File: config.mk
export PLATFORM = sky130hd
export DESIGN_NAME = memory_write_access
export DESIGN_NICKNAME = d
export VERILOG_FILES = /design/src/rtl/memory_pkg.sv /design/src/rtl/word_serializer.sv /design/src/rtl/memory_write_access.sv
export SDC_FILE = /design/constraint.sdc
export NUM_CORES = 1
export LEC_CHECK = 0
export CAP_MARGIN = 20
export CELL_PAD_IN_SITES_DETAIL_PLACEMENT = 1
export CELL_PAD_IN_SITES_GLOBAL_PLACEMENT = 2
export CORE_UTILIZATION = 35
export DETAILED_ROUTE_END_ITERATION = 8
export DONT_BUFFER_PORTS = 1
export MAX_ROUTING_LAYER = met4
export PLACE_DENSITY_LB_ADDON = 0.1
export SYNTH_ARGS = -nofsm -noshare
export SYNTH_HDL_FRONTEND = slang
export SYNTH_SLANG_ARGS = --single-unit
File: constraint.sdc
create_clock -name CLK -period 3.9 [get_ports CLK]
set_input_delay 0 -clock CLK [delete_from_list [all_inputs] [get_ports CLK]]
set_output_delay 0 -clock CLK [all_outputs]
set_load 0.02 [all_outputs]
File: src/rtl/memory_pkg.sv
// Shared definitions for the picture-memory access path: FSM states, CTRL field
// layout and the word-count decode used by both read and write sides.
package memory_pkg;

  localparam int WORD_W   = 16;
  localparam int MAX_N    = 3;

  localparam int CNT_MSB  = 2;
  localparam int CNT_LSB  = 1;
  localparam int BANK_BIT = 0;

  typedef enum logic [1:0] {
    IDLE  = 2'd0,
    WRITE = 2'd1,
    DONE  = 2'd2
  } state_t;

  // 2'b11 saturates to the largest legal request rather than being rejected
  function automatic logic [1:0] ctrl_to_count(input logic [1:0] cnt);
    case (cnt)
      2'b00:   return 2'd1;
      2'b01:   return 2'd2;
      default: return 2'd3;
    endcase
  endfunction

endpackage

File: src/rtl/word_serializer.sv
// Holds one latched request (packed words, base address, word count) and presents
// the word/address for the current index, with the base passed straight through on load.
module word_serializer
  import memory_pkg::*;
#(
  parameter int ADDR_W = 19
) (
  input  logic                    CLK,
  input  logic                    RESET,
  input  logic                    load,
  input  logic                    advance,
  input  logic [1:0]              count,
  input  logic [ADDR_W-1:0]       base,
  input  logic [MAX_N*WORD_W-1:0] data,
  output logic [WORD_W-1:0]       word,
  output logic [ADDR_W-1:0]       addr,
  output logic                    last
);

  logic [MAX_N*WORD_W-1:0] data_q;
  logic [ADDR_W-1:0]       base_q;
  logic [1:0]              count_q;
  logic [1:0]              index_q;

  logic [1:0]              index;
  logic [MAX_N*WORD_W-1:0] src;
  logic [ADDR_W-1:0]       src_base;

  always_ff @(posedge CLK) begin
    if (RESET) begin
      count_q <= '0;
      index_q <= '0;
    end else if (load) begin
      count_q <= count;
      index_q <= 2'd1;
    end else if (advance) begin
      index_q <= index_q + 2'd1;
    end
  end

  always_ff @(posedge CLK) begin
    if (load) begin
      data_q <= data;
      base_q <= base;
    end
  end

  // On the accepting edge word 0 comes from the live inputs, afterwards from the latch
  always_comb begin
    index    = load ? 2'd0 : index_q;
    src      = load ? data : data_q;
    src_base = load ? base : base_q;
    word     = src[int'(index)*WORD_W +: WORD_W];
    addr     = src_base + ADDR_W'(index);
    last     = load ? (count == 2'd1) : (index_q == count_q - 2'd1);
  end

endmodule

File: src/rtl/memory_write_access.sv
// Write side of the picture memory: serialises a 1-3 word request into the output
// RAM one word per clock and completes with a 4-phase ENABLE/HANDSHAKE exchange.
module memory_write_access
  import memory_pkg::*;
#(
  parameter int ADDR_W = 19
) (
  input  logic                    CLK,
  input  logic                    RESET,
  input  logic                    ENABLE,
  input  logic [2:0]              CTRL,
  input  logic [47:0]             ADDRESS,
  input  logic [MAX_N*WORD_W-1:0] DATA,
  output logic                    HANDSHAKE,
  output logic                    BUSY,
  output logic                    MEM_WREN,
  output logic                    MEM_BANK,
  output logic [ADDR_W-1:0]       MEM_ADDRESS,
  output logic [WORD_W-1:0]       MEM_DATA
);

  state_t              state, next_state;
  logic                load, advance, wren_d, hs_d, last;
  logic [1:0]          n_req;
  logic [WORD_W-1:0]   ser_word;
  logic [ADDR_W-1:0]   ser_addr;
  logic                unused_addr_hi;

  assign n_req          = ctrl_to_count(CTRL[CNT_MSB:CNT_LSB]);
  assign unused_addr_hi = ^ADDRESS[47:ADDR_W];

  word_serializer #(.ADDR_W(ADDR_W)) u_ser (
    .CLK     (CLK),
    .RESET   (RESET),
    .load    (load),
    .advance (advance),
    .count   (n_req),
    .base    (ADDRESS[ADDR_W-1:0]),
    .data    (DATA),
    .word    (ser_word),
    .addr    (ser_addr),
    .last    (last)
  );

  always_ff @(posedge CLK) begin
    if (RESET) state <= IDLE;
    else       state <= next_state;
  end

  always_comb begin
    next_state = state;
    case (state)
      IDLE:    if (ENABLE) next_state = last ? DONE : WRITE;
      WRITE:   if (!ENABLE) next_state = IDLE;
               else if (last) next_state = DONE;
      DONE:    if (!ENABLE) next_state = IDLE;
      default: next_state = IDLE;
    endcase
  end

  // Dropping ENABLE mid-WRITE aborts: no further strobes and no HANDSHAKE
  always_comb begin
    load    = 1'b0;
    advance = 1'b0;
    wren_d  = 1'b0;
    hs_d    = 1'b0;
    case (state)
      IDLE: begin
        load   = ENABLE;
        wren_d = ENABLE;
      end
      WRITE: begin
        advance = ENABLE;
        wren_d  = ENABLE;
      end
      DONE:    hs_d = ENABLE;
      default: ;
    endcase
  end

  always_ff @(posedge CLK) begin
    if (RESET) begin
      HANDSHAKE   <= 1'b0;
      BUSY        <= 1'b0;
      MEM_WREN    <= 1'b0;
      MEM_BANK    <= 1'b0;
      MEM_ADDRESS <= '0;
      MEM_DATA    <= '0;
    end else begin
      HANDSHAKE <= hs_d;
      BUSY      <= (next_state != IDLE);
      MEM_WREN  <= wren_d;
      if (wren_d) begin
        MEM_ADDRESS <= ser_addr;
        MEM_DATA    <= ser_word;
      end
      if (load) MEM_BANK <= CTRL[BANK_BIT];
    end
  end

endmodule
After elaboration in Yosys (flattened, before gate mapping) --
Cells that the tools add are included.
Storage, ports and cells: register bits 112, input bits 102, output and inout port bits 39, logic and storage cells 45
Operators by class: add/sub/neg operators 3, equal/unequal tests 5, shift-type cells 1, multiplexer cells 16, bitwise operators 1, reduce and logical (&&, ||, !) cells 7
Operators with widths (number):
- two-way mux 48 bit | 1
- variable part select 48 x 7 -> 16 bit | 1
- adder 19 x 2 -> 19 bit | 1
- two-way mux 19 bit | 1
- two-way mux 2 bit | 6
- == test 2 x 1 -> 1 bit (second input constant) | 3
- two-way mux 1 bit | 6
- case mux 2 bit (3 select lines) | 1
- OR reduction 2 bit | 3
- logical NOT 2 bit | 2
- case mux 2 bit (2 select lines) | 1
- nonzero test 2 bit | 2
- adder 2 x 1 -> 2 bit (second input constant) | 1
- == test 2 bit | 1
- == test 2 bit (second input constant) | 1
- subtractor 2 x 1 -> 2 bit (second input constant) | 1
- inverter 1 bit | 1

Depth between registers and ports, before layout --
Gate-level depths: netlist of run 1.
depth after elaboration 8, mapped depth 14, mapped depth without buffers 10

Cells and area by module --
A second synthesis of run 1 with hierarchy kept.
Unflattened totals: cells, all modules 519, area, all modules 4742.0 um2
By module, submodules not included:
- word_serializer | instances 1, cells each 346, area each 3316.9 um2, seq. area each 1421.4 um2
- memory_write_access | instances 1, cells each 173, area each 1425.1 um2, seq. area each 820.8 um2

Worst setup path before layout of run 1 --
Ideal clock, no wire load.
path type flip-flop to flip-flop, from register state[0], to register MEM_ADDRESS[12], library setup time 122 ps, data arrival time 3425 ps, required time 3778 ps, setup slack 353 ps, stages on the path, launching flop included 15, buffers on the path 4, clock period less this slack 3547 ps, cell sequence dfxtp_1 or3b_1 buf_6 clkbuf_1 clkbuf_1 buf_1 nand2_1 nand2_1 ha_1 inv_1 fa_1 or3_1 o22a_1 o211a_1 a311o_1
Between the ends: cells in the longest elaborated chain, start to end 4, elaborated cells on any way between the ends 8, classes of those cells add/sub: 1; eq/ne: 1; mux: 4; reduce/logical: 2
Ends and longest elaborated chain:
- from (decl) | RTL line memory_write_access.sv:22 | state_t state, next_state;
- from (signal assigned) | RTL line memory_write_access.sv:47 | else state <= next_state;
- logical NOT 2 bit | RTL line memory_write_access.sv:67 | case (state)
- two-way mux 1 bit | RTL line memory_write_access.sv:67
- two-way mux 19 bit
- named net u_ser.src_base[0] | RTL line word_serializer.sv:27 | logic [ADDR_W-1:0] src_base;
- adder 19 x 2 -> 19 bit | RTL line word_serializer.sv:54 | addr = src_base + ADDR_W'(index);
- to (signal assigned) | RTL line memory_write_access.sv:94 | MEM_ADDRESS <= ser_addr;
- to (decl) | RTL line memory_write_access.sv:18 | output logic [ADDR_W-1:0] MEM_ADDRESS,
The timed path passes the listed nets, and every way through them passes these cells. A chain may end at the register's enable or synchronous reset.

Worst setup path after layout of run 1 --
Ends and elaborated chain as after synthesis.

==> results of run 1 <==
==> how the worst max path moves through the flow <==
stage / from / end / slack, ns / cells past startpoint
floorplan: state[0] / MEM_ADDRESS[12] / 0.35 / 14
global placement: state[0] / MEM_ADDRESS[12] / 0.78 / 10
detailed placement: state[0] / MEM_ADDRESS[12] / 0.70 / 10
CTS: state[0] / MEM_ADDRESS[12] / 0.70 / 10
global route: state[1] / MEM_ADDRESS[12] / 0.57 / 10
finish: state[0] / MEM_ADDRESS[12] / 0.73 / 10
==> flip-flops by register name, summed over array words and instances (netlist names) <==
register / count
BUSY: 1
HANDSHAKE: 1
MEM_ADDRESS: 19
MEM_BANK: 1
MEM_DATA: 16
MEM_WREN: 1
state: 2
u_ser.base_q: 19
u_ser.count_q: 2
u_ser.data_q: 48
u_ser.index_q: 2
==> stage by stage <==
| stage | instance area, um^2 | std cells | setup WS [ns] | util (%) |
|---|---|---|---|---|
| 2_1_floorplan | 4690 | 582 | 0.353 | - |
| 3_5_place_dp | 4830 | 727 | 0.705 | 37.7 |
| 5_1_grt | 5920 | 820 | 0.568 | 46.2 |
| 4_1_cts | 5920 | 820 | 0.704 | 46.2 |
| 6_report | 5920 | 820 | 0.734 | 46.2 |
| 3_3_place_gp | 4830 | 727 | 0.782 | 37.7 |
==> power groups by stage <==
stage               Clock (mW)  Sequential (mW)  Combinational [mW]
floorplan                    0             1.44               0.307
global placement             0             1.46               0.372
detailed placement           0             1.47               0.386
CTS                      0.983             1.44               0.463
global route              1.03             1.46               0.521
finish                   0.952             1.44               0.460
==> cell usage in the layout (no fill, tap or decap), types with 2 or more instances in the layout <==
cell and instances:
a211o_1 2, a211oi_1 20, a21o_1 3, a21oi_1 8
a221oi_1 16, a221oi_2 2, a22oi_1 2, a311o_1 4
and2_1 2, and3_1 6, and4_1 2, buf_4 7
clkbuf_16 9, clkinv_1 2, clkinv_4 3, dfxtp_1 112
dlygate4sd3_1 76, ha_1 2, inv_1 10, mux2_2 3
mux2i_1 10, nand2_1 215, nand3_1 14, nand3b_1 4
nand4_1 10, nor2_1 30, nor3_1 9, nor3b_1 3
o211ai_1 19, o21ai_0 6, o21ai_1 2, or3_1 2
xnor2_1 5, xor2_1 2
==> critical path, stage by stage, from the launching register on <==
cell	delay [ns]
dfxtp_1	0.37
nor3b_2	0.34
buf_4	0.31
nand2_1	0.08
nand2_1	0.10
inv_1	0.07
fa_1	0.51
or3_1	0.47
o22a_1	0.27
o211a_1	0.22
a311o_1	0.32
==> metal layers <==
layer	global-route usage (%)	share of wire, %	up-vias
met1	26.2	45	2053
met3	5.38	4.3	16
met2	35.7	50	121
met4	5.77	1.3	0
met5	-	0	-
li1	-	-	2116
==> kinds of logic after synthesis <==
family,Yosys count,share of synthesized area (%)
buf+inv,47,4.02
xor+xnor,7,1.31
flops,112,47.8
compound gates,93,15.3
fa+ha+maj,3,0.959
simple gates,307,27.8
mux,13,2.85
==> cell type report <==
| type | instances | share of cell area [%] |
|---|---|---|
| clock buffers | 10 | 4.03 |
| multi-input cells | 423 | 38.4 |
| inverters | 13 | 0.824 |
| repair buffers | 84 | 14.1 |
| clock inverters | 6 | 1.16 |
| well taps | 172 | 3.63 |
| flip-flops and latches | 112 | 37.9 |
==> repair_timing <==
action                                  in CTS  in global routing
endpoints found under the hold margin      107                  0
endpoints found under the setup margin       0                  0
hold buffers                                77                  0
==> impl_metrics.yaml, run 1 <==
synth:
  syn_nets: 687
  ys_top_cells_by_area: "dfxtp_1 (48%), nand2_1 (17%), a211oi_1 (3.2%)"
  synthCells: 582
  async_flop_share_pct: 0
  synth-main-ff-cell: "dfxtp_1"
  yosysMostFrequentCell: "nand2_1"
  avgSynthCellArea_um2: 8.07
  synth_common_cells: "nand2_1 (215), dfxtp_1 (112), nor2_1 (30)"
  netlist.area_leader.share_pct: 47.8
  yosysWarnings: 0
  ys_seq_area_share_pct: 47.8
  synth_top_area_cell: "dfxtp_1"
  syn-cell-area_um2: 4690
  synth_cell_type_count: 53
  synth-edff-count: 0
  ys_ff_latch: 112
critical_path:
  r2r_cells: 10
  critical_path_class: "reg2reg"
  rr_startpoint: "state[0]"
  ff2ff_setup_slack_ns: 0.73
  critPathRequiredTime_ns: 4.14
  start_kind: "register"
  cp.arrival_ns: 3.41
  r2r-end: "MEM_ADDRESS[12]"
  worstPathMaxFanout: 19
  crit_path_end_kind: "register"
sta:
  fin_worst_skew_ns: 0.00804
  finalHoldViolCount: 0
  fmax_ghz: 0.316
  tightest_slew_ns: 0.745
  holdWs_ns: 0.0291
  timing.slew.headroom_pct: 50.4
  rsz0062_at_grt: "no"
  final.setup.tns_ns: 0
  finalMaxSlewViolations: 0
  fin_crit_ns: 3.17
  fin_crit_sh_pct: 81.2
  finalSetupViolations: 0
power_and_ir_drop:
  power_frac_comb_pct: 16.1
  clkPwrFrac_pct: 33.4
  finalPower_mw: 2.85
  power_frac_seq_pct: 50.5
  switchingPower_mw: 0.837
  swShare_pct: 29.3
  p_leak_nw: 2.48
  peakVddDrop_uv: 295
  power.internal_mw: 2.02
  p_per_area_nw_per_um2: 482
clocking:
  cts_buffers: 9
  h-tree-depth: 3
  cts_sinks: 112
  ctsResizeCount: 0
  clk_path_buf_depth: 2
  ctsRootBufferMaster: "clkbuf_16"
  post_cts.repair.setup_buffers: 0
  clk_pin_slew_ns: 0.08
  insertion_delay_ns: 0.36
  tritoncts: "yes"
flow_run:
  drv_cap: 0
die:
  rows: 41
  core_area_um2: 12800
  io-pin-count: 141
  start_util_pct: 36.6
  die_w_um: 118
  dieArea_um2: 13900
  die_h_um: 118
finish:
  nets: 748
  drive_above_1_share_pct: 6.02
  fill_cells: 1551
  regArea_um2: 2240
  n_antenna_cell: 0
  multi_input_area_um2: 2280
  area_delta_synth_final_pct: 26.2
routing:
  ant_nets: 0
  drc: 0
  drtIter0Drc: 160
  vias_per_cell: 5.25
  dr.pass1.iters: 4
  vias: 4306
  wire_per_inst_um: 17.3
  routed_wl_um: 14200
global_routing:
  grtUsageTotal_pct: 21.6
  grt_pass1_wl_um: 22900
  grt_antenna_before_repair: 0
  grt-ovfl-total: 0
  grt_pass1_vias: 4391
  grt_max_degree: 64
place:
  routabilityCongestion: 0.858
  port_buffers: 0
  dp_hpwl_um: 9160
run_status:
  status: "finished, final reports clean"
worst_hold_path:
  hold_path_class: "in2reg"
  hold_start: "ADDRESS[12]"
  hold_depth: 3
  hold_path_end: "MEM_ADDRESS[14]"
Power figures use the tool's default switching activity.
==> inputs of run 2 (changes only) <==
==> constraint.sdc (replaced) <==
create_clock -name CLK -period 3.1 [get_ports CLK]
set_input_delay 0 -clock CLK [delete_from_list [all_inputs] [get_ports CLK]]
set_output_delay 0 -clock CLK [all_outputs]
set_load 0.02 [all_outputs]
==> run 2 against run 1 <==
Compared with the run above:
- first-iteration DRC count up 5.6%
- hold slack better by 0.012 ns
- sequential share of layout area down 0.25 points
- non-clock buffer count rose by 3
- clock power grew 26%
- worst setup slack lost 0.50 ns
==> impl_metrics.yaml, run 2 (synthesis results as in run 1) <==
global_routing:
  grt-ovfl-total: 0
  grt_pass1_vias: 4560
  grt_max_degree: 70
  grt_antenna_before_repair: 0
  grt_pass1_wl_um: 23500
  grtUsageTotal_pct: 22.1
clocking:
  ctsRootBufferMaster: "clkbuf_16"
  clk_pin_slew_ns: 0.07
  hold_buffers: 75
  insertion_delay_ns: 0.35
  cts_sinks: 112
  tritoncts: "yes"
  cts_buffers: 9
  post_cts.repair.setup_buffers: 0
  clk_path_buf_depth: 2
  ctsResizeCount: 0
  h-tree-depth: 3
finish:
  regArea_um2: 2240
  multi_input_area_um2: 2290
  layout_common_cells: "nand2_1 (215), dfxtp_1 (110), dlygate4sd3_1 (74)"
  largest_register_ffs: 48
  reg_top3: "u_ser.data_q (48), MEM_ADDRESS (19), u_ser.base_q (19)"
  nets: 751
  top_register: "u_ser.data_q"
  postLayoutCoreUtil_pct: 46.5
  drive_above_1_share_pct: 7.37
  fill_cells: 1530
  area_delta_synth_final_pct: 27.2
  final_common_cell: "nand2_1"
  n_antenna_cell: 0
routing:
  ant_nets: 0
  vias: 4369
  wire_per_inst_um: 17.7
  vias_per_cell: 5.31
  drtIter0Drc: 169
  routed_wl_um: 14600
  drc: 0
  dr.pass1.iters: 4
sta:
  finalMaxSlewViolations: 0
  fin_worst_skew_ns: 0.00539
  fin_crit_sh_pct: 92.5
  timing.slew.headroom_pct: 24.8
  tightest_slew_ns: 1.13
  holdWs_ns: 0.0409
  fin_crit_ns: 2.87
  rsz0062_at_grt: "no"
  fmax_ghz: 0.349
  finalSetupViolations: 0
  finalHoldViolCount: 0
  final.setup.tns_ns: 0
critical_path:
  worstPathMaxFanout: 6
  critical_path_class: "reg2reg"
  ff2ff_setup_slack_ns: 0.23
  r2r_cells: 10
  start_kind: "register"
  r2r-end: "MEM_ADDRESS[12]"
  critPathRequiredTime_ns: 3.34
  rr_startpoint: "state[0]"
  cp.arrival_ns: 3.11
  crit_path_end_kind: "register"
worst_hold_path:
  hold_path_class: "in2reg"
  hold_depth: 3
  hold_path_end: "MEM_ADDRESS[14]"
  hold_start: "ADDRESS[11]"
die:
  io-pin-count: 141
  start_util_pct: 36.6
  dieArea_um2: 13900
  rows: 41
  core_area_um2: 12800
  die_w_um: 118
  die_h_um: 118
power_and_ir_drop:
  power_frac_seq_pct: 50.2
  power.internal_mw: 2.56
  finalPower_mw: 3.61
  switchingPower_mw: 1.05
  peakVddDrop_uv: 230
  clkPwrFrac_pct: 33.3
  p_per_area_nw_per_um2: 605
  p_leak_nw: 2.50
  power_frac_comb_pct: 16.5
  swShare_pct: 29.1
place:
  port_buffers: 0
  routabilityCongestion: 0.848
  dp_hpwl_um: 9140
run_status:
  status: "finished, final reports clean"
flow_run:
  drv_cap: 0
run 2: changes by cell type in the layout (fill, tap and decap cells not counted), moves of 2 or more:
cell	previous run	this run
dfxtp_2	0	2
buf_4	7	11
clkinv_4	3	0
dfxtp_1	112	110
dlygate4sd3_1	76	74
run 2: cell type report:
type / count / area share (%)
clock buffer: 11 / 4.23
clock inverter: 5 / 0.922
inverter: 13 / 0.817
multi-input combinational: 423 / 38.4
sequential: 112 / 37.6
tap: 172 / 3.61
timing repair buffer: 87 / 14.5
run 2: worst max-delay path by stage:
| stage | start | end | slack (ns) | depth (start not counted) |
|---|---|---|---|---|
| 2_1_floorplan | state[0] | MEM_ADDRESS[12] | 0.0004 | 13 |
| 3_3_place_gp | state[0] | MEM_ADDRESS[12] | 0.32 | 10 |
| 3_5_place_dp | state[0] | MEM_ADDRESS[12] | 0.24 | 10 |
| 4_1_cts | state[0] | MEM_ADDRESS[12] | 0.24 | 10 |
| 5_1_grt | state[0] | MEM_ADDRESS[12] | 0.10 | 10 |
| 6_report | state[0] | MEM_ADDRESS[12] | 0.23 | 10 |
run 2: power by group through the flow:
| stage | Sequential, mW | Combinational, mW | Clock, mW |
|---|---|---|---|
| detailed placement | 1.85 | 0.501 | 0 |
| finish | 1.81 | 0.595 | 1.20 |
| global route | 1.84 | 0.671 | 1.30 |
| global placement | 1.84 | 0.485 | 0 |
| floorplan | 1.81 | 0.392 | 0 |
| CTS | 1.81 | 0.596 | 1.24 |
run 2: critical path, cell delays in order (launching register included):
cell     delay [ns]
dfxtp_2        0.36
nor3b_4        0.33
nand2_1        0.11
nand2_1        0.09
ha_1           0.19
inv_1          0.06
fa_2           0.39
or3_4          0.42
o22a_1         0.27
o211a_1        0.22
a311o_1        0.30
run 2: metal layers:
layer	up-vias	GRT usage, %	routed length, um
met1	2116	25.7	6480
met5	-	-	0
met3	18	3.88	564
met4	0	7.45	235
li1	2136	-	-
met2	99	38.3	7270
run 2: per-stage QoR:
stage | setup WS, ns | instances | cell area [um^2]
after global routing | 0.101 | 823 | 5970
after CTS | 0.236 | 823 | 5970
after detailed placement | 0.240 | 732 | 4900
after global placement | 0.316 | 732 | 4900
after floorplan | 0.000399 | 582 | 4730
final | 0.231 | 823 | 5970
==> inputs of run 3 (changes only) <==
--- a/config.mk
+++ b/config.mk
@@ -5,10 +5,11 @@
 export SDC_FILE = /design/constraint.sdc
 export NUM_CORES = 1
 export LEC_CHECK = 0
+export ABC_AREA = 1
 export CAP_MARGIN = 20
 export CELL_PAD_IN_SITES_DETAIL_PLACEMENT = 1
 export CELL_PAD_IN_SITES_GLOBAL_PLACEMENT = 2
-export CORE_UTILIZATION = 35
+export CORE_UTILIZATION = 34
 export DETAILED_ROUTE_END_ITERATION = 8
 export DONT_BUFFER_PORTS = 1
 export MAX_ROUTING_LAYER = met4
==> run 3 against run 2 <==
Compared with the run above:
- final cell count rose by 11%
- non-clock buffer count decreased by 7
- total power grew 2.8%
- register-to-register slack improved by 0.14 ns
- fmax grew 3.8%
- sequential power about the same
- critical path depth rose by 8
- final area increased by 0.40%
- synthesized area rose by 3.5%
- hold slack got worse by 0.032 ns
- synthesized cell count increased by 15%
==> impl_metrics.yaml, run 3 <==
global_routing:
  grtUsageTotal_pct: 21.5
  grt_pass1_wl_um: 23200
  grt_pass1_vias: 4493
  grt_max_degree: 43
  grt_antenna_before_repair: 0
  grt-ovfl-total: 0
sta:
  fin_crit_sh_pct: 89.1
  fmax_ghz: 0.362
  rsz0062_at_grt: "no"
  finalSetupViolations: 0
  fin_ws_ns: 0.338
  fin_crit_ns: 2.76
  finalHoldViolCount: 0
  timing.slew.headroom_pct: 39.1
  final.setup.tns_ns: 0
  fin_worst_skew_ns: 0.00836
  finalMaxSlewViolations: 0
  tightest_slew_ns: 0.912
routing:
  dr.pass1.iters: 4
  vias: 4353
  ant_nets: 0
  routed_wl_um: 14700
  wire_per_inst_um: 16.1
  vias_per_cell: 4.78
  drtIter0Drc: 129
  drc: 0
power_and_ir_drop:
  finalPower_mw: 3.71
  switchingPower_mw: 1.19
  clkPwrFrac_pct: 31.3
  peakVddDrop_uv: 271
  p_leak_nw: 2.85
  swShare_pct: 31.9
  power_frac_seq_pct: 48.8
  p_per_area_nw_per_um2: 620
  power.internal_mw: 2.53
  power_frac_comb_pct: 19.9
synth:
  synthCells: 667
  ys_seq_area_share_pct: 46.1
  yosysWarnings: 0
  netlist.area_leader.share_pct: 46.1
  async_flop_share_pct: 0
  synth_top_area_cell: "dfxtp_1"
  avgSynthCellArea_um2: 7.28
  ys_ff_latch: 112
  synth-edff-count: 0
  synth_cell_type_count: 37
  syn_nets: 772
  synth-main-ff-cell: "dfxtp_1"
  ys_top_cells_by_area: "dfxtp_1 (46%), nand2_1 (18%), inv_1 (4.3%)"
  synth_common_cells: "nand2_1 (228), dfxtp_1 (112), inv_1 (56)"
  yosysMostFrequentCell: "nand2_1"
  syn-cell-area_um2: 4860
finish:
  final_common_cell: "nand2_1"
  drive_above_1_share_pct: 8.89
  area_delta_synth_final_pct: 23.4
  reg_top3: "u_ser.data_q (48), MEM_ADDRESS (19), u_ser.base_q (19)"
  top_register: "u_ser.data_q"
  layout_common_cells: "nand2_1 (228), dfxtp_1 (112), dlygate4sd3_1 (72)"
  largest_register_ffs: 48
  final_area_um2: 5990
  n_antenna_cell: 0
  nets: 831
die:
  rows: 43
  core_area_um2: 13900
  dieArea_um2: 14800
  die_h_um: 122
  die_w_um: 122
  start_util_pct: 34.9
  io-pin-count: 141
critical_path:
  cp_common_cell: "nand2_1"
  start_kind: "input port"
  crit_chain: "dlygate4sd3_1, nand2_2, nor2_4, nand2_1, nand2_1, ha_1, inv_1, fa_1, inv_1, nand3_1, nor2_1, nand2_2, nor2_4, nand3_1, nand2_1, nand3_1, nand2_1, inv_1"
  critical_path_class: "in2reg"
  worstPathMaxFanout: 11
  cp_top_family: "simple AND/OR/NAND/NOR gates"
  path_buf_inv: 4
  crit_path_end_kind: "register"
  critPathRequiredTime_ns: 3.36
  cp.arrival_ns: 3.02
  crit_slowest_cell: "dlygate4sd3_1"
  slowest_delay_ns: 0.87
run_status:
  status: "finished, final reports clean"
flow_run:
  drv_cap: 0
place:
  place_area_um2: 4980
  port_buffers: 0
  dp_hpwl_um: 9710
  place_worst_setup_slack_ns: 0.259
  routabilityCongestion: 0.776
worst_hold_path:
  hold_path_class: "in2reg"
clocking:
  post_cts.repair.setup_buffers: 0
  h-tree-depth: 3
  tritoncts: "yes"
  clk_path_buf_depth: 2
  clk_pin_slew_ns: 0.07
  cts_buffers: 9
  insertion_delay_ns: 0.36
  cts_sinks: 112
  ctsRootBufferMaster: "clkbuf_16"
## run 3: per-layer routing
| layer | share of wire [%] | track usage, % |
|---|---|---|
| met4 | 1.5 | 8.41 |
| met2 | 46 | 33.4 |
| met1 | 49 | 27.7 |
| met3 | 4.0 | 3.65 |
| met5 | 0 | - |
## run 3: repair_timing
item | in CTS | in global routing
endpoints found under the setup margin | 0 | 3
hold buffers | 72 | 0
gates resized for setup | 0 | 1
endpoints found under the hold margin | 106 | 0
## run 3: cell type report
cell class,instances,area [um^2]
inverters,61,230
flip-flops and latches,112,2240
clock buffers,12,256
clock inverters,4,36.3
fillers,1755,7940
multi-input cells,462,2210
repair buffers,80,793
well taps,180,225
## run 3: worst paths after layout
| path | depth (start not counted) | startpoint | to | slack, ns |
|---|---|---|---|---|
| worst max-delay path | 18 | ENABLE | MEM_ADDRESS[18] | 0.34 |
| worst min-delay path | 5 | ADDRESS[11] | MEM_ADDRESS[11] | 0.009 |
| worst max register to register | 15 | state[0] | MEM_ADDRESS[18] | 0.37 |
| worst min register to register | 2 | u_ser.data_q[4] | u_ser.data_q[4] | 0.45 |
## run 3: worst min-delay path, stage by stage
cell and delay, ns:
o21ai_0 0.07, nand4_1 0.10, nand3_1 0.07, nand2_1 0.06, inv_1 0.03
## run 3: per-stage QoR
| step | hold WS, ns | std cells | util [%] |
|---|---|---|---|
| 2_1_floorplan | 0.103 | 667 | - |
| 3_3_place_gp | 0.0735 | 823 | 35.7 |
| 3_5_place_dp | 0.0759 | 823 | 35.7 |
| 4_1_cts | 0.00324 | 911 | 43.0 |
| 5_1_grt | 0.0688 | 911 | 43.0 |
| 6_report | 0.00906 | 911 | 43.0 |
## run 3: cell families (layout without fill, tap and decap cells)
family	count (synthesis)	in the layout	synth area share [%]
simple gates	357	357	32.5
flops	112	112	46.1
compound gates	97	97	11.1
buf+inv	93	157	8.37
xor+xnor	5	5	0.901
fa+ha+maj	3	3	0.927
## run 3: power by group through the flow
stage	logic [mW]	registers [mW]	clock network [mW]
detailed placement	0.656	1.85	0
global route	0.843	1.83	1.26
CTS	0.743	1.82	1.21
finish	0.739	1.81	1.16
floorplan	0.521	1.81	0
global placement	0.632	1.84	0
